## config.mk

```make
export PLATFORM = sky130hd
export DESIGN_NAME = iob_timer_ctrl
export DESIGN_NICKNAME = d
export VERILOG_FILES = /design/src/rtl/iob_timer_ctrl.sv
export SDC_FILE = /design/constraint.sdc
export NUM_CORES = 1
export LEC_CHECK = 0
export BUFFER_PORTS_ARGS = -buffer_cell sky130_fd_sc_hd__buf_2
export CORE_MARGIN = 5
export CORE_UTILIZATION = 30
export CTS_BUF_LIST = sky130_fd_sc_hd__clkbuf_4 sky130_fd_sc_hd__clkbuf_8
export DETAILED_ROUTE_END_ITERATION = 10
export SYNTH_ARGS = -nofsm -noshare
export SYNTH_HDL_FRONTEND = slang
export SYNTH_SLANG_ARGS = --single-unit
```

## constraint.sdc

```tcl
create_clock -name clk -period 4.47 [get_ports clk]
set_input_delay 0.6705 -clock clk [delete_from_list [all_inputs] [get_ports clk]]
set_output_delay 0.6705 -clock clk [all_outputs]
set_load 0.01 [all_outputs]
```

## src/rtl/iob_timer_ctrl.sv

```systemverilog
// iob_timer_ctrl
//   Round-robin front end that lets N_REQ requesters share one iob_timer.
//   A granted request runs either a SAMPLE (STOP snapshot, read HIGH, read
//   LOW -> coherent 64-bit tstamp) or a RESET (soft-reset the counter) on the
//   timer's valid/address/wdata/rdata/ready bus.
// Ports
//   clk, rst_n              clock, asynchronous active-low reset
//   req_valid[N_REQ]        level request, held until the matching ack bit
//   req_op[N_REQ]           0=SAMPLE, 1=RESET; stable while req_valid=1
//   ack[N_REQ]              one-cycle one-hot completion pulse
//   tstamp[64]              last SAMPLE result, held until the next SAMPLE
//   grant_id[IDW]           requester being served (valid while busy)
//   busy                    a sequence is in progress
//   tmr_valid/address/wdata timer bus request
//   tmr_rdata/tmr_ready     timer bus response
module iob_timer_ctrl #(
   parameter int         N_REQ      = 4,
   parameter logic [1:0] ADDR_RESET = 2'd0,
   parameter logic [1:0] ADDR_STOP  = 2'd1,
   parameter logic [1:0] ADDR_HIGH  = 2'd2,
   parameter logic [1:0] ADDR_LOW   = 2'd3,
   parameter int         IDW        = (N_REQ > 1) ? $clog2(N_REQ) : 1
) (
   input  logic             clk,
   input  logic             rst_n,
   input  logic [N_REQ-1:0] req_valid,
   input  logic [N_REQ-1:0] req_op,
   output logic [N_REQ-1:0] ack,
   output logic [63:0]      tstamp,
   output logic [IDW-1:0]   grant_id,
   output logic             busy,
   output logic             tmr_valid,
   output logic [1:0]       tmr_address,
   output logic [31:0]      tmr_wdata,
   input  logic [31:0]      tmr_rdata,
   input  logic             tmr_ready
);

   localparam logic [3:0] S_IDLE   = 4'd0;
   localparam logic [3:0] S_STOP_I = 4'd1;
   localparam logic [3:0] S_STOP_W = 4'd2;
   localparam logic [3:0] S_HI_I   = 4'd3;
   localparam logic [3:0] S_HI_W   = 4'd4;
   localparam logic [3:0] S_LO_I   = 4'd5;
   localparam logic [3:0] S_LO_W   = 4'd6;
   localparam logic [3:0] S_RST_I  = 4'd7;
   localparam logic [3:0] S_RST_W  = 4'd8;
   localparam logic [3:0] S_DONE   = 4'd9;

   logic [3:0]     r_state;
   logic [IDW-1:0] r_ptr;
   logic [IDW-1:0] r_gid;
   logic [63:0]    r_ts;

   logic           w_found;
   logic [IDW-1:0] w_win;
   logic [IDW-1:0] w_nxt;
   int             w_sum;

   // Round-robin search starting at r_ptr. Walking the offsets from highest
   // to lowest lets the smallest offset with a request overwrite the rest.
   always_comb begin
      w_found = 1'b0;
      w_win   = '0;
      w_sum   = 0;
      for (int i = N_REQ-1; i >= 0; i--) begin
         w_sum = int'(r_ptr) + i;
         if (w_sum >= N_REQ) w_sum = w_sum - N_REQ;
         if (req_valid[IDW'(w_sum)]) begin
            w_found = 1'b1;
            w_win   = IDW'(w_sum);
         end
      end
   end

   assign w_nxt = (int'(w_win) == N_REQ-1) ? '0 : w_win + 1'b1;

   always_ff @(posedge clk or negedge rst_n) begin
      if (!rst_n) begin
         r_state <= S_IDLE;
         r_ptr   <= '0;
         r_gid   <= '0;
         r_ts    <= '0;
      end else begin
         case (r_state)
            S_IDLE: if (w_found) begin
               r_gid   <= w_win;
               r_ptr   <= w_nxt;
               r_state <= req_op[w_win] ? S_RST_I : S_STOP_I;
            end
            S_STOP_I: r_state <= S_STOP_W;
            S_STOP_W: if (tmr_ready) r_state <= S_HI_I;
            S_HI_I:   r_state <= S_HI_W;
            S_HI_W: if (tmr_ready) begin
               r_ts[63:32] <= tmr_rdata;
               r_state     <= S_LO_I;
            end
            S_LO_I:   r_state <= S_LO_W;
            S_LO_W: if (tmr_ready) begin
               r_ts[31:0] <= tmr_rdata;
               r_state    <= S_DONE;
            end
            S_RST_I:  r_state <= S_RST_W;
            S_RST_W: if (tmr_ready) r_state <= S_DONE;
            S_DONE:   r_state <= S_IDLE;
            default:  r_state <= S_IDLE;
         endcase
      end
   end

   // Bus outputs decode straight from state so an async reset drops them in
   // the same cycle. Every *_I state is followed by a *_W state, so tmr_valid
   // can never be high two cycles in a row.
   always_comb begin
      tmr_valid   = 1'b0;
      tmr_address = ADDR_HIGH;
      tmr_wdata   = 32'd0;
      case (r_state)
         S_STOP_I: begin tmr_valid = 1'b1; tmr_address = ADDR_STOP; end
         S_STOP_W: tmr_address = ADDR_STOP;
         S_HI_I:   begin tmr_valid = 1'b1; tmr_address = ADDR_HIGH; end
         S_HI_W:   tmr_address = ADDR_HIGH;
         S_LO_I:   begin tmr_valid = 1'b1; tmr_address = ADDR_LOW; end
         S_LO_W:   tmr_address = ADDR_LOW;
         S_RST_I:  begin tmr_valid = 1'b1; tmr_address = ADDR_RESET; tmr_wdata = 32'd1; end
         S_RST_W:  begin tmr_address = ADDR_RESET; tmr_wdata = 32'd1; end
         default:  ;
      endcase
   end

   always_comb begin
      ack = '0;
      if (r_state == S_DONE) ack[r_gid] = 1'b1;
   end

   assign busy     = (r_state != S_IDLE);
   assign grant_id = r_gid;
   assign tstamp   = r_ts;

endmodule

```

==> impl_metrics.json <==
{
  "cts_buffer_depth": 2,
  "finalSetupViolations": 0,
  "met2_usage": 0.170,
  "fin_setup_tns_ns": 0,
  "yosysWarnings": 0,
  "peakVddDrop_v": 0.000236,
  "drive_gt1_frac": 0.545,
  "layout_common_cells": "buf_2, dfrtp_1, mux2_2",
  "worstPathMaxFanout": 10,
  "clock_latency_ns": 0.34,
  "grtUsageMet3": 0.0377,
  "hp-class": "in2async",
  "grt_pass1_vias": 2275,
  "io_pins": 149,
  "place_ws_ns": 2.22,
  "ys.flop_type": "dfrtp_1",
  "nNetsFinal": 406,
  "drc": 0,
  "cts_made_buffers": 9,
  "synth-seq-cells": 72,
  "rsz0062_at_grt": "no",
  "cts_setup_buffers": 0,
  "die_area_um2": 12900,
  "antenna_found_initial": 0,
  "rows": 37,
  "grt_max_degree": 73,
  "fp.coreArea_um2": 10400,
  "drt_iter0_markers": 107,
  "grt-ovfl-total": 0,
  "htreeDepth": 3,
  "crit_path_start_kind": "register",
  "start_util": 0.310,
  "final_cells": 503,
  "area_growth_pct": 24.1,
  "power_w": 0.00285,
  "worst_slack_ns": 2.20,
  "crit_required_ns": 3.80,
  "netlist.area_leader.share": 0.557,
  "grt_pass1_wl_mm": 11.2,
  "wl_per_cell_um": 13.7,
  "synth_edf_count": 0,
  "hpwl_mm": 5.04,
  "first_pass_iters": 6,
  "clkTransAtPathRegs_ns": 0.07,
  "post-route-min-period_ns": 2.27,
  "fin_worst_skew_ns": 0.00791,
  "avgSynthCellArea_um2": 13.2,
  "status": "complete, no violations",
  "period_share": 0.507,
  "cts_hold_buffers": 0,
  "async_reset_ff_frac": 1.00,
  "critPathCaptureType": "output port",
  "cts_resized": 0,
  "vias": 2163,
  "cap_violations": 0,
  "worst-r2r-setup-slack_ns": 2.35,
  "wl_mm": 6.90,
  "cts_tree": "built",
  "ctsRootBufferMaster": "clkbuf_8",
  "worst_slew_pin_slew_ns": 0.912,
  "port_buffers": 117,
  "cts_sinks": 72,
  "final_common_cell": "buf_2",
  "ys_types": 36,
  "syn_inst": 245,
  "synthesis.area_um2": 3230,
  "seq_area_frac_synth": 0.557,
  "chipWidth_um": 114,
  "met1_usage": 0.136,
  "fin_util": 0.385,
  "synth_area_leaders": "dfrtp_1, mux2_2, buf_4",
  "place.gp.congestion": 0.773,
  "slew_viol_final": 0,
  "die_y_um": 114,
  "antenna_left": 0,
  "grt_use_total": 0.108,
  "leakage_nw": 1.98,
  "grt.busiest_layer": "met2",
  "reg2reg_depth": 3,
  "hold_viol": 0,
  "diodes": 0,
  "yosys.area.top_type": "dfrtp_1",
  "clock.fmax_ghz": 0.441,
  "crit_arrival_ns": 1.60,
  "slew-limit-headroom": 0.392,
  "vias_per_cell": 4.30,
  "dp_cells": 488,
  "powerDensity_nw_per_um2": 711,
  "crit_type": "reg2out"
}
sequential cells by signal, indices dropped and copies added (netlist names):
name / count
tstamp: 64
r_ptr: 2
grant_id: 2
r_state: 4
worst paths after layout:
kind / from / endpoint
min in group clk: tstamp[30] / tstamp[30]
max in group asynchronous: rst_n / tstamp[58]
worst max register to register: r_state[0] / tstamp[60]
worst min register to register: tstamp[30] / tstamp[30]
worst max-delay path: r_state[2] / tmr_wdata[0]
worst min-delay path: rst_n / tstamp[33]
cells by family after synthesis:
logic type                synth area share
other                              0.00116
xor gates and xnor gates           0.00542
and+or+nand+nor                     0.0635
AOI/OAI and AO/OA                   0.0403
buffers and inverters               0.0964
muxes                                0.236
DFF                                  0.557
metal layers:
| metal | wire length (µm) | part of all wire |
|---|---|---|
| met3 | 622 | 0.090 |
| met4 | 77 | 0.011 |
| met2 | 3250 | 0.47 |
| met1 | 2950 | 0.43 |
| met5 | 0 | 0 |
report_power, final:
group	internal, W	switching (W)	total, W	leakage, nW
Combinational	0.000602	0.000564	0.00117	1.02
Sequential	0.000980	0.000204	0.00118	0.868
Clock	0.000269	0.000232	0.000500	0.0904
critical path, cell delays in order (launching register included):
cell and delay [ns]:
dfrtp_1 0.48, nand2b_1 0.23, nor3_1 0.29, a31o_2 0.15, buf_2 0.12
cell usage after synthesis (all sizes together) (2+ instances only):
cell / n
nand2b: 5
o211ai: 2
nor3b: 2
o21ai: 4
clkbuf: 2
xnor2: 2
inv: 3
nand2: 10
o221ai: 2
a21oi: 7
mux2i: 3
buf: 39
mux2: 65
dfrtp: 72
nor4: 2
nor2: 11
layout make-up:
| class | count | area, µm² |
|---|---|---|
| sequential | 72 | 1800 |
| multi-input combinational | 159 | 1240 |
| clock inverter | 5 | 57.6 |
| tap | 136 | 170 |
| fill | 1031 | 6410 |
| inverter | 3 | 11.3 |
| clock buffer | 10 | 138 |
| timing repair buffer | 118 | 596 |
per-stage QoR:
step                instance area, µm²  hold WS [ns]
floorplan                         3340         0.375
global placement                  3810         0.463
detailed placement                3810         0.475
CTS                               4010         0.490
global route                      4010         0.519
finish                            4010         0.453
No activity file was read; power rests on OpenSTA's default activity.
